`config.mk`:
```
export PLATFORM = sky130hd
export DESIGN_NAME = serial_sub
export DESIGN_NICKNAME = d
export VERILOG_FILES = /design/src/rtl/sub_pkg.sv /design/src/rtl/sub_digit.sv /design/src/rtl/serial_sub.sv
export SDC_FILE = /design/constraint.sdc
export NUM_CORES = 1
export LEC_CHECK = 0
export CAP_MARGIN = 0
export CORE_ASPECT_RATIO = 1.75
export CORE_MARGIN = 2
export CORE_UTILIZATION = 45
export CTS_BUF_LIST = sky130_fd_sc_hd__clkbuf_16
export DETAILED_ROUTE_END_ITERATION = 10
export GPL_TIMING_DRIVEN = 0
export PLACE_DENSITY = 0.8
export SLEW_MARGIN = 10
export SYNTH_ARGS = -nofsm -noshare
export SYNTH_HDL_FRONTEND = slang
export SYNTH_SLANG_ARGS = --single-unit
export TNS_END_PERCENT = 30
```
`constraint.sdc`:
```
create_clock -name clk -period 3.4 [get_ports clk]
set_input_delay 0.34 -clock clk [delete_from_list [all_inputs] [get_ports clk]]
set_output_delay 0.34 -clock clk [all_outputs]
set_load 0.01 [all_outputs]
```
`src/rtl/sub_pkg.sv`:
```
`default_nettype none
// ============================================================================
//  Module      : sub_pkg
//  Description : Shared types and helpers for the digit-serial subtractor:
//                controller state encoding and a parameter sanity check.
//  Revision    : 1.0 - initial release
// ============================================================================
package sub_pkg;

  // Controller states, explicitly 2 bits wide
  typedef enum logic [1:0] {
    IDLE = 2'd0,
    RUN  = 2'd1,
    DONE = 2'd2
  } state_t;

  // True when the operand width splits into a whole number of digits
  function automatic bit width_ok(input int width, input int digit);
    return (width >= 1) && (digit >= 1) && (digit <= width) &&
           ((width % digit) == 0);
  endfunction

endpackage
`default_nettype wire

```
`src/rtl/sub_digit.sv`:
```
`default_nettype none
// ============================================================================
//  Module      : sub_digit
//  Description : Combinational DIGIT-bit subtract slice, built as a ripple of
//                full-subtract cells. d = x - y - bin, bout = borrow out.
//  Revision    : 1.0 - initial release
// ============================================================================
module sub_digit #(
  parameter int DIGIT = 2
) (
  input  logic [DIGIT-1:0] x,
  input  logic [DIGIT-1:0] y,
  input  logic             bin,
  output logic [DIGIT-1:0] d,
  output logic             bout
);

  // Borrow chain; bit DIGIT is the borrow leaving the slice
  logic [DIGIT:0] w_b;

  assign w_b[0] = bin;

  generate
    for (genvar i = 0; i < DIGIT; i++) begin : g_cell
      assign d[i]     = x[i] ^ y[i] ^ w_b[i];
      assign w_b[i+1] = (~x[i] & y[i]) | (~(x[i] ^ y[i]) & w_b[i]);
    end
  endgenerate

  assign bout = w_b[DIGIT];

endmodule
`default_nettype wire

```
`src/rtl/serial_sub.sv`:
```
`default_nettype none
// ============================================================================
//  Module      : serial_sub
//  Description : Digit-serial unsigned subtractor, diff = a - b mod 2^WIDTH,
//                DIGIT bits per cycle LSB first, valid/ready on both sides.
//                Build option SERIAL_SUB_SAT_EN: saturate to zero when a < b.
//  Revision    : 1.0 - initial release
// ============================================================================
module serial_sub
  import sub_pkg::*;
#(
  parameter int WIDTH = 8,
  parameter int DIGIT = 2
) (
  input  logic             clk,
  input  logic             rst,
  input  logic             in_valid,
  output logic             in_ready,
  input  logic [WIDTH-1:0] a,
  input  logic [WIDTH-1:0] b,
  output logic             out_valid,
  input  logic             out_ready,
  output logic [WIDTH-1:0] diff,
  output logic             borrow,
  output logic             zero
);

  localparam int NDIG = WIDTH / DIGIT;
  localparam int CW   = (NDIG > 1) ? $clog2(NDIG) : 1;
  localparam logic [CW-1:0] C_LAST = CW'(NDIG - 1);

  generate
    if (!width_ok(WIDTH, DIGIT)) begin : g_bad_cfg
      $error("serial_sub: WIDTH must be a positive multiple of DIGIT");
    end
  endgenerate

  state_t           r_state;
  logic [WIDTH-1:0] r_a;
  logic [WIDTH-1:0] r_b;
  logic             r_bin;
  logic [CW-1:0]    r_cnt;
  logic [WIDTH-1:0] r_diff;
  logic             r_borrow;
  logic             r_zero;
  logic             r_out_valid;

  logic [DIGIT-1:0] w_d;
  logic             w_bout;
  logic [WIDTH-1:0] w_diff_next;

  sub_digit #(
    .DIGIT (DIGIT)
  ) u_digit (
    .x    (r_a[DIGIT-1:0]),
    .y    (r_b[DIGIT-1:0]),
    .bin  (r_bin),
    .d    (w_d),
    .bout (w_bout)
  );

  // New result digit enters at the MSB end; whole word when only one digit
  generate
    if (DIGIT == WIDTH) begin : g_single
      assign w_diff_next = w_d;
    end else begin : g_multi
      assign w_diff_next = {w_d, r_diff[WIDTH-1:DIGIT]};
    end
  endgenerate

  // Controller and datapath registers. out_valid rises one cycle after DONE
  // is entered so that the zero flag is taken from the registered diff
  // rather than from the end of the borrow chain.
  always_ff @(posedge clk) begin
    if (rst) begin
      r_state     <= IDLE;
      r_a         <= '0;
      r_b         <= '0;
      r_bin       <= 1'b0;
      r_cnt       <= '0;
      r_diff      <= '0;
      r_borrow    <= 1'b0;
      r_zero      <= 1'b0;
      r_out_valid <= 1'b0;
    end else begin
      case (r_state)
        IDLE: begin
          if (in_valid) begin
            r_a     <= a;
            r_b     <= b;
            r_bin   <= 1'b0;
            r_cnt   <= '0;
            r_state <= RUN;
          end
        end
        RUN: begin
          r_a    <= r_a >> DIGIT;
          r_b    <= r_b >> DIGIT;
          r_bin  <= w_bout;
          r_diff <= w_diff_next;
          r_cnt  <= r_cnt + CW'(1);
          if (r_cnt == C_LAST) begin
            r_borrow <= w_bout;
            r_state  <= DONE;
          end
        end
        DONE: begin
          if (!r_out_valid) begin
            r_out_valid <= 1'b1;
`ifdef SERIAL_SUB_SAT_EN
            if (r_borrow) begin
              r_diff <= '0;
              r_zero <= 1'b1;
            end else begin
              r_zero <= (r_diff == '0);
            end
`else
            r_zero <= (r_diff == '0);
`endif
          end else if (out_ready) begin
            r_out_valid <= 1'b0;
            r_state     <= IDLE;
          end
        end
        default: begin
          r_state <= IDLE;
        end
      endcase
    end
  end

  assign in_ready  = (r_state == IDLE);
  assign out_valid = r_out_valid;
  assign diff      = r_diff;
  assign borrow    = r_borrow;
  assign zero      = r_zero;

endmodule
`default_nettype wire

```
==> results of run 1 <==
-- report_power, final --
| part | internal, mW | switching, mW |
|---|---|---|
| Sequential | 0.399 | 0.0168 |
| Clock | 0.340 | 0.158 |
| Combinational | 0.0774 | 0.0731 |
-- Yosys cell counts, drive strengths merged --
cell / count / area, sq um
a211oi: 13 / 147.6
a21oi: 12 / 60.06
a221oi: 2 / 17.52
a22oi: 5 / 37.54
a2bb2oi: 1 / 8.760
a311oi: 1 / 8.760
buf: 10 / 85.08
clkbuf: 2 / 7.510
dfxtp: 32 / 640.6
fa: 2 / 40.04
ha: 1 / 12.51
inv: 5 / 18.77
nand2: 16 / 60.06
nand2b: 3 / 18.77
nand3: 1 / 5.000
nor2: 26 / 120.1
nor2b: 1 / 13.76
nor3b: 2 / 20.02
nor4: 2 / 12.51
o21ai: 1 / 5.000
o21ba: 1 / 16.27
o21bai: 1 / 11.26
o22ai: 5 / 31.28
o2bb2ai: 7 / 61.31
-- how the worst max path moves through the flow --
stage               end  slack (ns)
2_1_floorplan   diff[7]        1.96
3_3_place_gp     r_a[6]        1.73
3_5_place_dp     r_b[1]        1.69
4_1_cts        in_ready        1.54
5_1_grt        in_ready        1.50
6_report       in_ready        1.54
-- area by class of cell --
| type | count | area [sq um] |
|---|---|---|
| clock inverters | 3 | 37.54 |
| repair buffers | 31 | 310.3 |
| inverters | 5 | 18.77 |
| multi-input cells | 103 | 708.2 |
| plain buffers | 12 | 92.59 |
| clock buffers | 5 | 125.1 |
| well taps | 43 | 53.80 |
| fillers | 275 | 1121 |
| flip-flops and latches | 32 | 640.6 |
-- flip-flops by register name (all words and copies together) (netlist names) --
register   flops
borrow         1
diff           8
out_valid      1
r_a            8
r_b            8
r_bin          1
r_cnt          2
r_state        2
zero           1
-- kinds of logic (layout without fill, tap and decap cells) --
logic type                 after synthesis  in the layout
buffers and inverters                   17             56
DFF                                     32             32
AOI/OAI and AO/OA                       49             49
and+or+nand+nor                         51             51
adders and majority gates                3              3
-- critical path, delay by kind of cell, from the launching register on --
family / cells / cell delay [ns]
flip-flops: 1 / 0.31
AND/OR/NAND/NOR: 1 / 0.09
buffers and inverters: 3 / 0.84
-- through the flow --
stage          total power, mW  setup slack (ns)
3_5_place_dp            0.5715             1.691
4_1_cts                  1.068             1.544
2_1_floorplan           0.5151             1.959
6_report                 1.064             1.544
3_3_place_gp            0.5648             1.732
5_1_grt                  1.098             1.504
-- layer usage --
metal	routed length [um]	GRT usage	vias up
met5	0	0	-
met4	82	0.1028	0
met3	146	0.04773	7
met2	1939	0.3836	41
met1	1356	0.2303	611
li1	-	-	616
==> results.ini, run 1 <==
[clock_network]
post_cts_buffers=0
htree_levels=2
cts-resized-gates=0
insertion_delay_ns=0.28
clockBufferDepth=2
cts-root-buf=clkbuf_16
ctsHoldBuffers=0
cts_made_buffers=5
cts_tree=built
clock-sinks=32
clk_pin_slew_ns=0.05

[run]
drv_cap=0

[min_path]
hp-class=flop to flop
hold_path_end=diff[0]
min-delay-start=diff[0]
min_path_cells=2

[yosys]
synth_xor_area_frac=0
syn_nets=175
ys_seq_area_frac=0.4387
ys_ff_latch=32
ys_warn_count=0
synth_top_family_by_area=compound AO/OA/AOI/OAI gates
syn_inst=152
synth_compound_gate_area_share=0.2776
syn_area_sq_mm=0.001460
post_synth_num_cell_types=30
synth_fa_ha_area_frac=0.03599
synthSimpleGateAreaFrac=0.1714
muxShareOfSynthArea=0
syn_area_per_cell_sq_um=9.606

[setup_path]
worst-setup-path-type=flop to output pin
crit_required_ns=3.06
crit_slowest_cell=clkdlybuf4s50_1
r2r_end=diff[7]
ff2ff_setup_slack_ns=1.87
worstPathMaxFanout=10
startpoint_type=flop
reg2reg_depth=6
cp-startpoint=r_state[0]
cp_cell_sequence=buf_6, buf_4, nor2_1, clkdlybuf4s50_1
critPathMaxStageDelay_ns=0.53
arrival_ns=1.52
reg2reg_from=r_a[0]
crit_path_end_kind=output pin

[finish]
insertedDiodeCount=0
final_cell_mix=32 x dfxtp_1, 31 x clkdlybuf4s50_1, 17 x nor2_1
final_cell_area_sq_mm=0.001987
layout.nets=213
mostFrequentLayoutCell=dfxtp_1
final_util=0.6393
drive_gt1_frac=0.2042
areaGrowthSynthToFinish_pct=36.08
final_cells=234

[grt]
groute.usage.overall=0.2185
overflow=0
grt_start_max_net_pins=11
grt_pass1_wl_um=5782
antenna_found_initial=0
grt_pass1_vias=1307

[placement]
numPortBuffers=31
place_area_sq_mm=0.001824
hpwl_um=2595
dp_cells=226
gp_congestion=0.7902

[floorplanning]
rows=27
io-pin-count=32
die_y_um=79.36
die-area_sq_mm=0.003734
core_area_sq_mm=0.003108
die_width_um=47.06
initial_core_util=0.4698

[timing]
worst_pin_slew_ns=0.5251
slew_violations=0
tns_ns=0
slew_headroom=0.6499
rsz0062_at_grt=false
fin_crit_ns=1.856
max_freq_ghz=0.5389
setup_viol=0
skew_ns=0.005972
hold_ws_ns=0.4758
min_period_over_period=0.5458
hold_violations=0

[drt]
drc=0
first_iter_violations=33
totalWireLength_um=3525
antenna_left=0
routed_via_density=5.449
first_pass_iters=4
wire_per_inst_um=15.06
vias=1275

[power_and_ir_drop]
power_density_mw_per_mm2=535.5
power.leakage_nw=0.7203
peakVddDrop_uv=511.3

[status]
outcome=finished, final reports clean

(Power assumes the default switching activity.)
==> run 2, diff against run 1 <==
Settings changed: CORE_UTILIZATION 45 to 44, PLACE_DENSITY 0.8 to 0.82.
Clock period 3.4 ns to 1.65 ns, I/O delays scaled along.
==> run 2 against run 1 <==
Net effect:
- critical endpoint is now diff[7]
- register-to-register slack worse by 1.8 ns
- non-clock buffer count stayed put
- hold slack better by 0.0014 ns
- setup slack got worse by 1.5 ns
- total power rose by 110%
- combinational power up 110%
==> results.ini, run 2 (same netlist as run 1, synthesis figures left out) <==
[timing]
max_freq_ghz=0.6400
rsz0062_at_grt=false
tns_ns=0  ; unchanged
worst_pin_slew_ns=0.5719  ; +0.04680 ns
slew_violations=0  ; unchanged
slew_headroom=0.6187  ; -0.03120
fin_crit_ns=1.562
hold_violations=0  ; unchanged
min_period_over_period=0.9470
skew_ns=0.006795  ; +0.0008224 ns
setup_viol=0  ; unchanged

[clock_network]
clockBufferDepth=2  ; unchanged
cts_made_buffers=5  ; unchanged
clk_pin_slew_ns=0.05  ; about the same
cts-root-buf=clkbuf_16
htree_levels=2  ; unchanged
cts_tree=built
clock-sinks=32  ; unchanged
insertion_delay_ns=0.28  ; about the same
post_cts_buffers=0  ; unchanged

[setup_path]
arrival_ns=1.70  ; +0.18 ns
cp_cell_sequence=inv_1, fa_2, inv_2, fa_1, nand2_1, a21oi_1
critPathMaxStageDelay_ns=0.43  ; -0.10 ns
crit_buf_inv=2  ; -1
worstPathMaxFanout=2  ; -8
crit_path_end_kind=flop
crit_slowest_cell=fa_1
cp_top_family=adder cells
startpoint_type=flop
worst-setup-path-type=flop to flop
crit_required_ns=1.79  ; -1.27 ns

[power_and_ir_drop]
power_density_mw_per_mm2=1106  ; +110%
power.leakage_nw=0.7191  ; -0.17%
peakVddDrop_uv=812.1  ; +59%

[finish]
layout.nets=213  ; unchanged
drive_gt1_frac=0.2147  ; +0.01047
final_cell_mix=32 x dfxtp_1, 30 x clkdlybuf4s50_1, 17 x nor2_1
areaGrowthSynthToFinish_pct=36.16  ; about the same
mostFrequentLayoutCell=dfxtp_1
insertedDiodeCount=0  ; unchanged
final_cells=234  ; unchanged
fill_cells=267  ; -2.9%

[grt]
grt_start_max_net_pins=11  ; unchanged
grt_pass1_vias=1365  ; +4.4%
antenna_found_initial=0  ; unchanged
overflow=0  ; unchanged
grt_pass1_wl_um=5595  ; -3.2%
groute.usage.overall=0.2045  ; -0.01400

[run]
drv_cap=0  ; unchanged

[drt]
first_pass_iters=4  ; unchanged
antenna_left=0  ; unchanged
first_iter_violations=52  ; +58%
vias=1262  ; -1.0%
drc=0  ; unchanged
totalWireLength_um=3431  ; -2.7%
routed_via_density=5.393  ; -1.0%
wire_per_inst_um=14.66  ; -2.7%

[placement]
hpwl_um=2523  ; -2.8%
numPortBuffers=31  ; unchanged
gp_congestion=0.7959  ; +0.72%
dp_cells=226  ; unchanged

[floorplanning]
die_y_um=80.21  ; +1.1%
die_width_um=47.55  ; +1.0%
rows=27  ; unchanged
initial_core_util=0.4598  ; -0.009996
die-area_sq_mm=0.003813  ; +2.1%
core_area_sq_mm=0.003176  ; +2.2%
io-pin-count=32  ; unchanged

[status]
outcome=finished, final reports clean

[min_path]
hp-class=flop to flop

==> run 2: tightest hold or removal path: stages, from the launching register on <==
cell and delay [ns]:
dfxtp_1 0.31, nand2b_1 0.06, a21oi_1 0.06
==> run 2: final timing paths <==
path,start,end,slack [ns],cells past startpoint
worst max-delay path,r_a[0],diff[7],0.09,6
worst min-delay path,zero,zero,0.48,2
worst max register to register,r_a[0],diff[7],0.09,6
worst min register to register,zero,zero,0.48,2
==> run 2: per-stage QoR <==
| stage | hold WS [ns] | util | power (mW) | setup slack [ns] | area, sq um |
|---|---|---|---|---|---|
| after floorplan | 0.2435 | - | 1.061 | 0.2088 | 1460 |
| after global placement | 0.4601 | 0.5745 | 1.163 | 0.1590 | 1824 |
| after detailed placement | 0.4715 | 0.5745 | 1.175 | 0.1268 | 1824 |
| after CTS | 0.4785 | 0.6253 | 2.204 | 0.04294 | 1986 |
| after global routing | 0.4901 | 0.6261 | 2.276 | 0.05539 | 1988 |
| final | 0.4772 | 0.6261 | 2.199 | 0.08752 | 1988 |
==> run 2: per-layer routing <==
| metal | track usage | vias up | part of all wire |
|---|---|---|---|
| li1 | - | 616 | - |
| met1 | 0.2006 | 597 | 0.38 |
| met2 | 0.3595 | 42 | 0.55 |
| met3 | 0.06292 | 7 | 0.047 |
| met4 | 0.1027 | 0 | 0.018 |
| met5 | 0 | - | 0 |
==> run 2: cell type report <==
cell class / count / area (sq um) / area share
clock inverters: 3 / 37.54 / 0.01888
plain buffers: 12 / 92.59 / 0.04657
inverters: 5 / 18.77 / 0.009440
well taps: 43 / 53.80 / 0.02706
flip-flops and latches: 32 / 640.6 / 0.3222
multi-input cells: 103 / 710.7 / 0.3575
clock buffers: 5 / 125.1 / 0.06293
repair buffers: 31 / 309.0 / 0.1554
==> run 2: repair_timing <==
item,in CTS,in global routing
pin swaps,0,1
hold buffers,0,0
gates resized for setup,1,2
setup endpoints to repair,1,1
==> run 2: report_power, final <==
part,switching [mW],internal (mW)
Sequential,0.0349,0.822
Clock,0.331,0.701
Combinational,0.150,0.161
Total,0.516,1.68
